$ cat src/rtl/wb_arbiter.sv
// rtl/wb_arbiter.sv - Write-back arbiter merging pipeline and slow-unit writes into one register-file port
module wb_arbiter #(
    parameter int DATA_W     = 16,
    parameter int STARVE_MAX = 4
) (
    input  logic              clk,
    input  logic              arst_n,
    input  logic              p_valid,
    input  logic [4:0]        p_waddr,
    input  logic [DATA_W-1:0] p_wdata,
    output logic              stall,
    input  logic              m_valid,
    output logic              m_ready,
    input  logic [4:0]        m_waddr,
    input  logic [DATA_W-1:0] m_wdata,
    output logic              pend_valid,
    output logic [4:0]        pend_addr,
    output logic              reg_write,
    output logic [4:0]        waddr,
    output logic [DATA_W-1:0] wdata
);
    localparam logic [3:0] STARVE_LAST = 4'(STARVE_MAX - 1);

    logic              buf_full;
    logic [4:0]        buf_addr;
    logic [DATA_W-1:0] buf_data;
    logic [3:0]        starve_cnt;

    logic              p_eff;
    logic              m_take;
    logic              kill;
    logic              drain;
    logic              released;
    logic [3:0]        starve_cnt_d;
    logic              stall_d;

    assign m_ready    = ~buf_full;
    assign pend_valid = buf_full;
    assign pend_addr  = buf_full ? buf_addr : 5'd0;

    always_comb begin
        p_eff    = p_valid && !stall && (p_waddr != 5'd0);
        // x0 transfers are accepted so the slow unit can retire, but never buffered
        m_take   = m_valid && !buf_full && (m_waddr != 5'd0);
        kill     = p_eff && buf_full && (buf_addr == p_waddr);
        drain    = !p_eff && buf_full;
        released = kill || drain;

        starve_cnt_d = starve_cnt;
        if (!buf_full || released) begin
            starve_cnt_d = 4'd0;
        end else if (starve_cnt != 4'hF) begin
            starve_cnt_d = starve_cnt + 4'd1;
        end

        stall_d = buf_full && !released && (starve_cnt == STARVE_LAST);
    end

    always_ff @(posedge clk or negedge arst_n) begin
        if (!arst_n) begin
            reg_write <= 1'b0;
            waddr     <= 5'd0;
            wdata     <= '0;
        end else begin
            reg_write <= p_eff || buf_full;
            if (p_eff) begin
                waddr <= p_waddr;
                wdata <= p_wdata;
            end else if (buf_full) begin
                waddr <= buf_addr;
                wdata <= buf_data;
            end
        end
    end

    // Load and release are exclusive: a load needs an empty buffer, a release a full one
    always_ff @(posedge clk or negedge arst_n) begin
        if (!arst_n) begin
            buf_full <= 1'b0;
            buf_addr <= 5'd0;
            buf_data <= '0;
        end else if (m_take) begin
            buf_full <= 1'b1;
            buf_addr <= m_waddr;
            buf_data <= m_wdata;
        end else if (released) begin
            buf_full <= 1'b0;
        end
    end

    always_ff @(posedge clk or negedge arst_n) begin
        if (!arst_n) begin
            starve_cnt <= 4'd0;
            stall      <= 1'b0;
        end else begin
            starve_cnt <= starve_cnt_d;
            stall      <= stall_d;
        end
    end
endmodule

$ cat config.mk
export PLATFORM = sky130hd
export DESIGN_NAME = wb_arbiter
export DESIGN_NICKNAME = d
export VERILOG_FILES = /design/src/rtl/wb_arbiter.sv
export SDC_FILE = /design/constraint.sdc
export NUM_CORES = 1
export LEC_CHECK = 0
export ABC_AREA = 0
export CAP_MARGIN = 20
export CORE_MARGIN = 2
export CORE_UTILIZATION = 49
export CTS_CLUSTER_DIAMETER = 120
export DETAILED_ROUTE_END_ITERATION = 6
export PLACE_DENSITY = 0.88
export SLEW_MARGIN = 20
export SYNTH_ARGS = -nofsm -noshare
export SYNTH_HDL_FRONTEND = slang
export SYNTH_SLANG_ARGS = --single-unit
$ cat constraint.sdc
create_clock -name clk -period 3.01 [get_ports clk]
set_input_delay 0.602 -clock clk [delete_from_list [all_inputs] [get_ports clk]]
set_output_delay 0.602 -clock clk [all_outputs]
set_load 0.05 [all_outputs]
==> flow_summary.ini, run 1 <==
[pwr]
total_leakage_power_nw = 1.38
ir_drop_mv = 0.341
power_density_nw_per_um2 = 703

[clock_network]
numCtsBuffers = 5
post_cts_hold_buffer_count = 0
cts_htree_levels = 2
cts_repair_resize_count = 0
cts.reportedPaths.clkPinSlew_ns = 0.08
worstSkewPairLatency_ns = 0.30
clock_tree.root_cell = sky130_fd_sc_hd__clkbuf_8
tritoncts = yes
clock_sink_count = 49
clock_tree.buffer_depth = 2
post-cts-setup-buffers = 0

[global_route]
antenna_found_initial = 0
grt_start_max_net_pins = 32
first_global_vias = 1673
wire_length_of_the_first_global_routing_pass_mm = 7.81
grt_overflow = 0
grt_use_total = 0.194

[detailed_routing]
via_count = 1673
initialDrtViolationCount = 42
routed_via_density = 5.26
route.detailed.wl_per_inst_um = 15.0
wl_mm = 4.76
route.detailed.drc = 0
postRouteAntennaNets = 0
first_pass_iters = 4

[critical_path]
cp-end-kind = primary output
critical_path.startpoint_type = flip-flop
crit_type = reg2out
critical_path_arrival_ns = 1.58
worst-path-max-fanout = 23
cp.required_ns = 2.41

[final_layout]
antenna_cells_inserted = 0
top_library_cells_by_usage_in_the_layout_fill_and_taps_aside = sky130_fd_sc_hd__clkdlybuf4s50_1 (68), sky130_fd_sc_hd__dfrtp_1 (49), sky130_fd_sc_hd__nor2_1 (25), sky130_fd_sc_hd__a21oi_2 (18), sky130_fd_sc_hd__mux2i_1 (17)
filler_cell_count = 339
commonest_non_fill_non_tap_cell_in_the_layout = sky130_fd_sc_hd__clkdlybuf4s50_1
finish.instance_area_um2 = 3160
final_net_count = 312
share_of_post_route_cells_with_drive_strength_above_1 = 0.226
layout-area-overhead-vs-synth_pct = 39.0

[floorplan]
die-width_um = 72.1
core_area_um2 = 4410
rows = 24
boundaryPins = 76
total_die_area_um2 = 5200
initial_core_util = 0.515
dieHeight_um = 72.1

[outcome]
run_status = finished, final reports clean

[sta]
post_route_setup_tns_ns = 0
period_share = 0.727
timing.final.setup_violations = 0
period_minus_slack_ns = 2.19
timing.fmax_mhz = 457
clock-skew-final_ns = 0.00596
final-hold-violation-count = 0
timing_worst_slew_pin_value_ns = 0.525
final-max-slew-violation-count = 0
timing.slew.headroom = 0.649
rsz0062_at_grt = no

[placed_design]
detailedPlacementHpwl_mm = 3.47
place_area_um2 = 3040
port-buffer-count = 75
gp_routability_congestion = 0.785

[synthesis]
synth_top_area_share = 0.539
syn_inst_count = 186
post_synthesis_sequential_area_ratio = 0.539
yosys_warnings = 0
ys_ff_latch = 49
area_of_the_mapped_netlist_um2 = 2270
synthesis.nets = 233
netlist-cell-type-count = 28
synth.top_cells.by_area = sky130_fd_sc_hd__dfrtp_1 (54%), sky130_fd_sc_hd__mux2i_1 (7.5%), sky130_fd_sc_hd__a21oi_2 (6.9%)
postSynthAreaPerCell_um2 = 12.2
netlist.top_cell.by_area = sky130_fd_sc_hd__dfrtp_1

[min_path]
worst_hold_path_type = in2async

[flow_run]
max_cap_viol_count = 0
## critical path: stages, from the launching register on
cell,delay [ns]
sky130_fd_sc_hd__dfrtp_1,0.36
sky130_fd_sc_hd__buf_4,0.33
sky130_fd_sc_hd__clkinv_1,0.31
sky130_fd_sc_hd__buf_4,0.28
## Yosys cell counts
library cell,n
sky130_fd_sc_hd__dfrtp_1,49
sky130_fd_sc_hd__nor2_1,25
sky130_fd_sc_hd__a21oi_2,18
sky130_fd_sc_hd__mux2i_1,17
sky130_fd_sc_hd__nand2_1,15
sky130_fd_sc_hd__mux2_4,10
sky130_fd_sc_hd__a21oi_1,8
sky130_fd_sc_hd__mux2_2,6
sky130_fd_sc_hd__and2_1,5
sky130_fd_sc_hd__buf_6,5
sky130_fd_sc_hd__nor3_1,3
sky130_fd_sc_hd__xnor2_1,3
sky130_fd_sc_hd__xor2_1,3
sky130_fd_sc_hd__clkbuf_1,2
sky130_fd_sc_hd__nand3_1,2
sky130_fd_sc_hd__o21ai_4,2
sky130_fd_sc_hd__or4_4,2
sky130_fd_sc_hd__a22o_1,1
sky130_fd_sc_hd__a311o_2,1
sky130_fd_sc_hd__a31oi_1,1
sky130_fd_sc_hd__and2b_1,1
sky130_fd_sc_hd__buf_1,1
sky130_fd_sc_hd__buf_4,1
sky130_fd_sc_hd__clkinv_1,1
sky130_fd_sc_hd__ha_1,1
sky130_fd_sc_hd__nor2b_1,1
sky130_fd_sc_hd__nor3b_1,1
sky130_fd_sc_hd__nor4b_1,1
## cells by family (layout without fill, tap and decap cells)
group                      Yosys count  after routing  synth area share
adders and majority gates            1              1           0.00550
muxes                               33             33             0.171
DFF                                 49             49             0.539
xor gates and xnor gates             6              6            0.0231
AOI/OAI and AO/OA                   31             31             0.113
buffers and inverters               10             90            0.0347
and+or+nand+nor                     56             56             0.114
## layer usage
| layer | GRT usage | wire length (µm) | vias to the layer above |
|---|---|---|---|
| li1 | - | - | 791 |
| met1 | 0.263 | 2120 | 822 |
| met2 | 0.308 | 2360 | 51 |
| met3 | 0.0375 | 198 | 9 |
| met4 | 0.0797 | 77 | 0 |
| met5 | 0 | 0 | - |
## stage by stage
step	utilization	hold WS (ns)	std cells	worst slack, ns	power [mW]
2_1_floorplan	-	0.306	186	0.730	1.47
3_3_place_gp	0.688	0.487	310	0.586	1.73
3_5_place_dp	0.688	0.496	310	0.544	1.76
4_1_cts	0.716	0.221	318	0.822	2.25
5_1_grt	0.716	0.232	318	0.720	2.33
6_report	0.716	0.217	318	0.823	2.22
## layout make-up
type / instances / area [µm²] / share of cell area
clock buffer: 6 / 82.6 / 0.0261
clock inverter: 2 / 37.5 / 0.0119
inverter: 1 / 3.75 / 0.00119
multi-input combinational: 127 / 968 / 0.307
sequential: 49 / 1230 / 0.388
tap: 52 / 65.1 / 0.0206
timing repair buffer: 81 / 776 / 0.246
## flip-flops by register name, indices dropped and copies added, names as in the netlist
name,flops
buf_addr,5
buf_data,16
pend_valid,1
reg_write,1
stall,1
starve_cnt,4
waddr,5
wdata,16
## path summary, 6_finish.rpt
| path | end | from | slack (ns) | depth (start not counted) |
|---|---|---|---|---|
| max in group asynchronous | buf_data[8] | arst_n | 2.06 | 2 |
| min in group clk | buf_data[1] | buf_data[1] | 0.51 | 1 |
| worst max register to register | stall | pend_valid | 1.14 | 4 |
| worst min-delay path | wdata[0] | arst_n | 0.22 | 1 |
| worst min register to register | buf_data[1] | buf_data[1] | 0.51 | 1 |
| worst max-delay path | m_ready | pend_valid | 0.82 | 3 |
## report_power, final
group / leakage [nW] / switching [mW] / internal, mW
Sequential: 0.577 / 0.0876 / 0.795
Clock: 0.0574 / 0.211 / 0.270
Combinational: 0.748 / 0.492 / 0.364
Total: 1.38 / 0.791 / 1.43
(Power assumes the default switching activity.)
==> run 2, diff against run 1 <==
- CORE_UTILIZATION: 49 -> 41
- PLACE_DENSITY: 0.88 -> 0.79
- clock period: 3.01 -> 1.9 ns (I/O delays scaled with it)
==> flow_summary.ini, run 2 (same netlist as run 1, synthesis figures left out) <==
[outcome]
run_status = finished, final reports clean

[global_route]
wire_length_of_the_first_global_routing_pass_mm = 8.05
grt_use_total = 0.169
antenna_found_initial = 0
first_global_vias = 1713
grt_start_max_net_pins = 25
grt_overflow = 0

[placed_design]
place_area_um2 = 3270
place_worst_setup_slack_ns = -0.317
gp_routability_congestion = 0.751
detailedPlacementHpwl_mm = 3.68
port-buffer-count = 75

[sta]
worst_hold_slack_ns = 0.0333
period_share = 0.988
post-route-worst-setup-slack_ns = 0.0229
timing.final.setup_violations = 0
post_route_setup_tns_ns = 0
period_minus_slack_ns = 1.88
timing_worst_slew_pin_value_ns = 0.510
final-hold-violation-count = 0
clock-skew-final_ns = 0.00599
timing.slew.headroom = 0.660
timing.fmax_mhz = 533
rsz0062_at_grt = no
final-max-slew-violation-count = 0

[final_layout]
commonest_non_fill_non_tap_cell_in_the_layout = sky130_fd_sc_hd__clkdlybuf4s50_1
finish.instance_area_um2 = 3370
largestRegisters = buf_data (16), wdata (16)
layout-area-overhead-vs-synth_pct = 48.4
top_library_cells_by_usage_in_the_layout_fill_and_taps_aside = sky130_fd_sc_hd__clkdlybuf4s50_1 (61), sky130_fd_sc_hd__dfrtp_1 (48), sky130_fd_sc_hd__nor2_1 (25), sky130_fd_sc_hd__a21oi_2 (18), sky130_fd_sc_hd__mux2i_1 (17)
share_of_post_route_cells_with_drive_strength_above_1 = 0.286
final_net_count = 322
antenna_cells_inserted = 0

[clock_network]
cts_htree_levels = 2
clock_tree.root_cell = sky130_fd_sc_hd__clkbuf_8
post_cts_hold_buffer_count = 0
cts.reportedPaths.clkPinSlew_ns = 0.09
worstSkewPairLatency_ns = 0.30
clock_sink_count = 49
tritoncts = yes
clock_tree.buffer_depth = 2
numCtsBuffers = 5

[critical_path]
worst-path-max-fanout = 10
cp.required_ns = 2.09
cp-end-kind = flip-flop
crit_type = in2reg
cpMaxStageDelayCell = sky130_fd_sc_hd__or4_4
critical-path-max-stage-delay_ns = 0.52
critical_path.startpoint_type = input pin
worstPathCellList = clkdlybuf4s50_1, or4_4, o21ai_4, buf_12, mux2_2
critical_path_arrival_ns = 2.07

[detailed_routing]
via_count = 1673
initialDrtViolationCount = 74
wl_mm = 4.84
route.detailed.drc = 0
postRouteAntennaNets = 0
route.detailed.wl_per_inst_um = 13.9
first_pass_iters = 3
routed_via_density = 4.81

[min_path]
worst_hold_path_type = in2async

[floorplan]
rows = 27
initial_core_util = 0.418
boundaryPins = 76
die-width_um = 78.5
total_die_area_um2 = 6160
core_area_um2 = 5440
dieHeight_um = 78.5

[pwr]
ir_drop_mv = 0.489
post-layout-total-power_mw = 3.48
total_leakage_power_nw = 1.50
switching_share = 0.369
clkPwrFrac = 0.173
power_frac_comb = 0.420
power_density_nw_per_um2 = 1030
share_seq_of_total_power = 0.407
power_report.internal_total_mw = 2.19
total_switching_power_mw = 1.28

[flow_run]
max_cap_viol_count = 0
==> run 2: critical path, delay by kind of cell <==
kind	cells	cell delay [ns]
and+or+nand+nor	1	0.52
AOI/OAI and AO/OA	1	0.23
buffers and inverters	2	0.60
muxes	1	0.33
==> run 2: power by group through the flow <==
| stage | logic, mW | registers [mW] | clock network (mW) |
|---|---|---|---|
| floorplan | 0.624 | 1.71 | 0 |
| global placement | 1.45 | 1.42 | 0 |
| detailed placement | 1.47 | 1.43 | 0 |
| CTS | 1.47 | 1.42 | 0.629 |
| global route | 1.55 | 1.44 | 0.668 |
| finish | 1.46 | 1.41 | 0.602 |
==> run 2: timing repair <==
action	4_1_cts	5_1_grt
gates resized for setup	0	4
endpoints found under the setup margin	0	3
setup buffers	0	1
==> run 2: worst paths after layout <==
path                       slack [ns]  cells past startpoint           end          start
max in group asynchronous        1.35                      2    pend_valid         arst_n
hold / removal                   0.03                      1   buf_addr[2]         arst_n
min in group clk                 0.34                      3   buf_addr[4]     m_waddr[4]
hold reg to reg                  0.51                      1         stall  starve_cnt[3]
setup / recovery                 0.02                      5  buf_data[14]     m_waddr[2]
setup reg to reg                 0.33                      5   buf_addr[2]     pend_valid
==> run 2: final cells by class <==
type                    count  area [µm²]
fillers                   435        2070
flip-flops and latches     49        1230
repair buffers             91         991
multi-input cells         127         973
well taps                  72        90.1
clock buffers               5        68.8
clock inverters             3        17.5
inverters                   1        5.00
==> run 2: metal layers <==
metal | global-route usage | up-vias | wire length [µm]
met5 | 0 | - | 0
met4 | 0.0684 | 0 | 82
met3 | 0.0414 | 6 | 186
met2 | 0.284 | 43 | 2430
met1 | 0.208 | 811 | 2140
li1 | - | 813 | -
==> run 2: through the flow <==
| stage | instances | util |
|---|---|---|
| 6_report | 348 | 0.620 |
| 5_1_grt | 348 | 0.620 |
| 4_1_cts | 347 | 0.617 |
| 3_5_place_dp | 339 | 0.601 |
| 3_3_place_gp | 339 | 0.601 |
| 2_1_floorplan | 186 | - |
==> run 3, diff against run 2 <==
==> constraint.sdc (replaced) <==
create_clock -name clk -period 1.9 [get_ports clk]
set_input_delay 0.19 -clock clk [delete_from_list [all_inputs] [get_ports clk]]
set_output_delay 0.19 -clock clk [all_outputs]
set_load 0.1 [all_outputs]
==> flow_summary.ini, run 3 (same netlist as run 1, synthesis figures left out) <==
[global_route]
wire_length_of_the_first_global_routing_pass_mm = 8.04
grt_use_total = 0.168
antenna_found_initial = 0
grt_overflow = 0
grt_start_max_net_pins = 29
first_global_vias = 1706

[critical_path]
r2r.worst_path.cells = 4
critical_path_arrival_ns = 1.59
r2r_slack_ns = 0.28
worst-path-max-fanout = 17
timing.rr.end = buf_data[5]
crit_type = reg2out
critical-path-max-stage-delay_ns = 0.53
r2r-start = pend_valid
worst_path_dominant_cell_family = flip-flops
cp.required_ns = 1.71
critical_path.startpoint_type = flip-flop
cp-end-kind = primary output
critPathBufInv = 2
cpMaxStageDelayCell = sky130_fd_sc_hd__dfrtp_4
worstPathCellList = buf_4, and2_2, buf_12

[clock_network]
clock_tree.buffer_depth = 2
cts.reportedPaths.clkPinSlew_ns = 0.09
post_cts_hold_buffer_count = 1
clock_tree.root_cell = sky130_fd_sc_hd__clkbuf_8
tritoncts = yes
cts_repair_resize_count = 0
cts_htree_levels = 2
worstSkewPairLatency_ns = 0.30
numCtsBuffers = 5
clock_sink_count = 49
post-cts-setup-buffers = 0

[pwr]
ir_drop_mv = 0.765
total_leakage_power_nw = 1.46
post-layout-total-power_mw = 3.92
power_density_nw_per_um2 = 1190

[sta]
clock-skew-final_ns = 0.00372
timing.slew.headroom = 0.660
post_route_setup_tns_ns = 0
period_minus_slack_ns = 1.78
timing.final.setup_violations = 0
timing_worst_slew_pin_value_ns = 0.510
period_share = 0.936
timing.fmax_mhz = 563
final-hold-violation-count = 0
rsz0062_at_grt = no
final-max-slew-violation-count = 0

[placed_design]
port-buffer-count = 75
place_area_um2 = 3180
detailedPlacementHpwl_mm = 3.63
gp_routability_congestion = 0.763

[detailed_routing]
route.detailed.drc = 0
wl_mm = 4.75
postRouteAntennaNets = 0
initialDrtViolationCount = 57
route.detailed.wl_per_inst_um = 13.8
routed_via_density = 4.82
via_count = 1652
first_pass_iters = 4

[floorplan]
total_die_area_um2 = 6160
boundaryPins = 76
rows = 27
core_area_um2 = 5440
die-width_um = 78.5
dieHeight_um = 78.5
initial_core_util = 0.418

[outcome]
run_status = finished, final reports clean

[final_layout]
layout-area-overhead-vs-synth_pct = 44.2
multi_input_gate_area_in_the_final_layout_um2 = 980
largestRegisters = buf_data (16), wdata (16)
top_library_cells_by_usage_in_the_layout_fill_and_taps_aside = sky130_fd_sc_hd__dfrtp_1 (48), sky130_fd_sc_hd__clkdlybuf4s50_1 (44), sky130_fd_sc_hd__buf_4 (30), sky130_fd_sc_hd__nor2_1 (25), sky130_fd_sc_hd__a21oi_2 (18)
finish.instance_area_um2 = 3280
share_of_post_route_cells_with_drive_strength_above_1 = 0.351
filler_cell_count = 448
final_net_count = 317
antenna_cells_inserted = 0
sequential_cell_area_um2 = 1230
commonest_non_fill_non_tap_cell_in_the_layout = sky130_fd_sc_hd__dfrtp_1

[flow_run]
max_cap_viol_count = 0

[min_path]
worst_hold_path_type = in2async
-- run 3: changes by cell type in the layout (fill, tap and decap cells not counted), sizes merged --
cell           before  now
buf                26   41
clkdlybuf4s50      61   44
clkinv              3    2
dlygate4sd3         0    1
dlymetal6s2s        4    0
inv                 0    1
-- run 3: worst reg2reg max path, delay by kind of cell (launching register included) --
family	cells	cell delay, ns
flops	1	0.57
simple gates	1	0.36
mux	1	0.31
buf+inv	1	0.17
compound gates	1	0.10
-- run 3: where the power goes --
part	switching [mW]	internal, mW	total (mW)
combinational	1.23	0.650	1.88
clock	0.354	0.262	0.616
sequential	0.155	1.26	1.42
total	1.74	2.17	3.92
-- run 3: final cells by class --
| type | instances | share of cell area |
|---|---|---|
| Sequential cell | 49 | 0.375 |
| Multi-Input combinational cell | 127 | 0.299 |
| Timing Repair Buffer | 86 | 0.269 |
| Tap cell | 72 | 0.0275 |
| Clock buffer | 5 | 0.0210 |
| Clock inverter | 3 | 0.00649 |
| Inverter | 1 | 0.00267 |
-- run 3: routing by layer --
metal | up-vias | track usage | routed length [µm]
li1 | 807 | - | -
met1 | 797 | 0.212 | 2070
met2 | 46 | 0.286 | 2440
met3 | 2 | 0.0425 | 199
met4 | 0 | 0.0474 | 41
met5 | - | 0 | 0
-- run 3: per-stage QoR --
stage	std cells	hold WS, ns	worst slack, ns	util
2_1_floorplan	186	-0.106	-0.00726	-
3_5_place_dp	334	0.189	-0.0933	0.585
3_3_place_gp	334	0.191	-0.0726	0.585
5_1_grt	343	0.426	0.0474	0.603
6_report	343	0.390	0.122	0.603
4_1_cts	343	0.396	0.0917	0.603
-- run 3: worst max-delay path by stage --
stage	from	end	cells after the start
after floorplan	stall	stall	4
after global placement	m_waddr[0]	buf_data[14]	5
after detailed placement	m_waddr[0]	buf_data[1]	5
after CTS	pend_valid	pend_addr[4]	3
after global routing	pend_valid	pend_addr[4]	3
final	pend_valid	pend_addr[4]	3
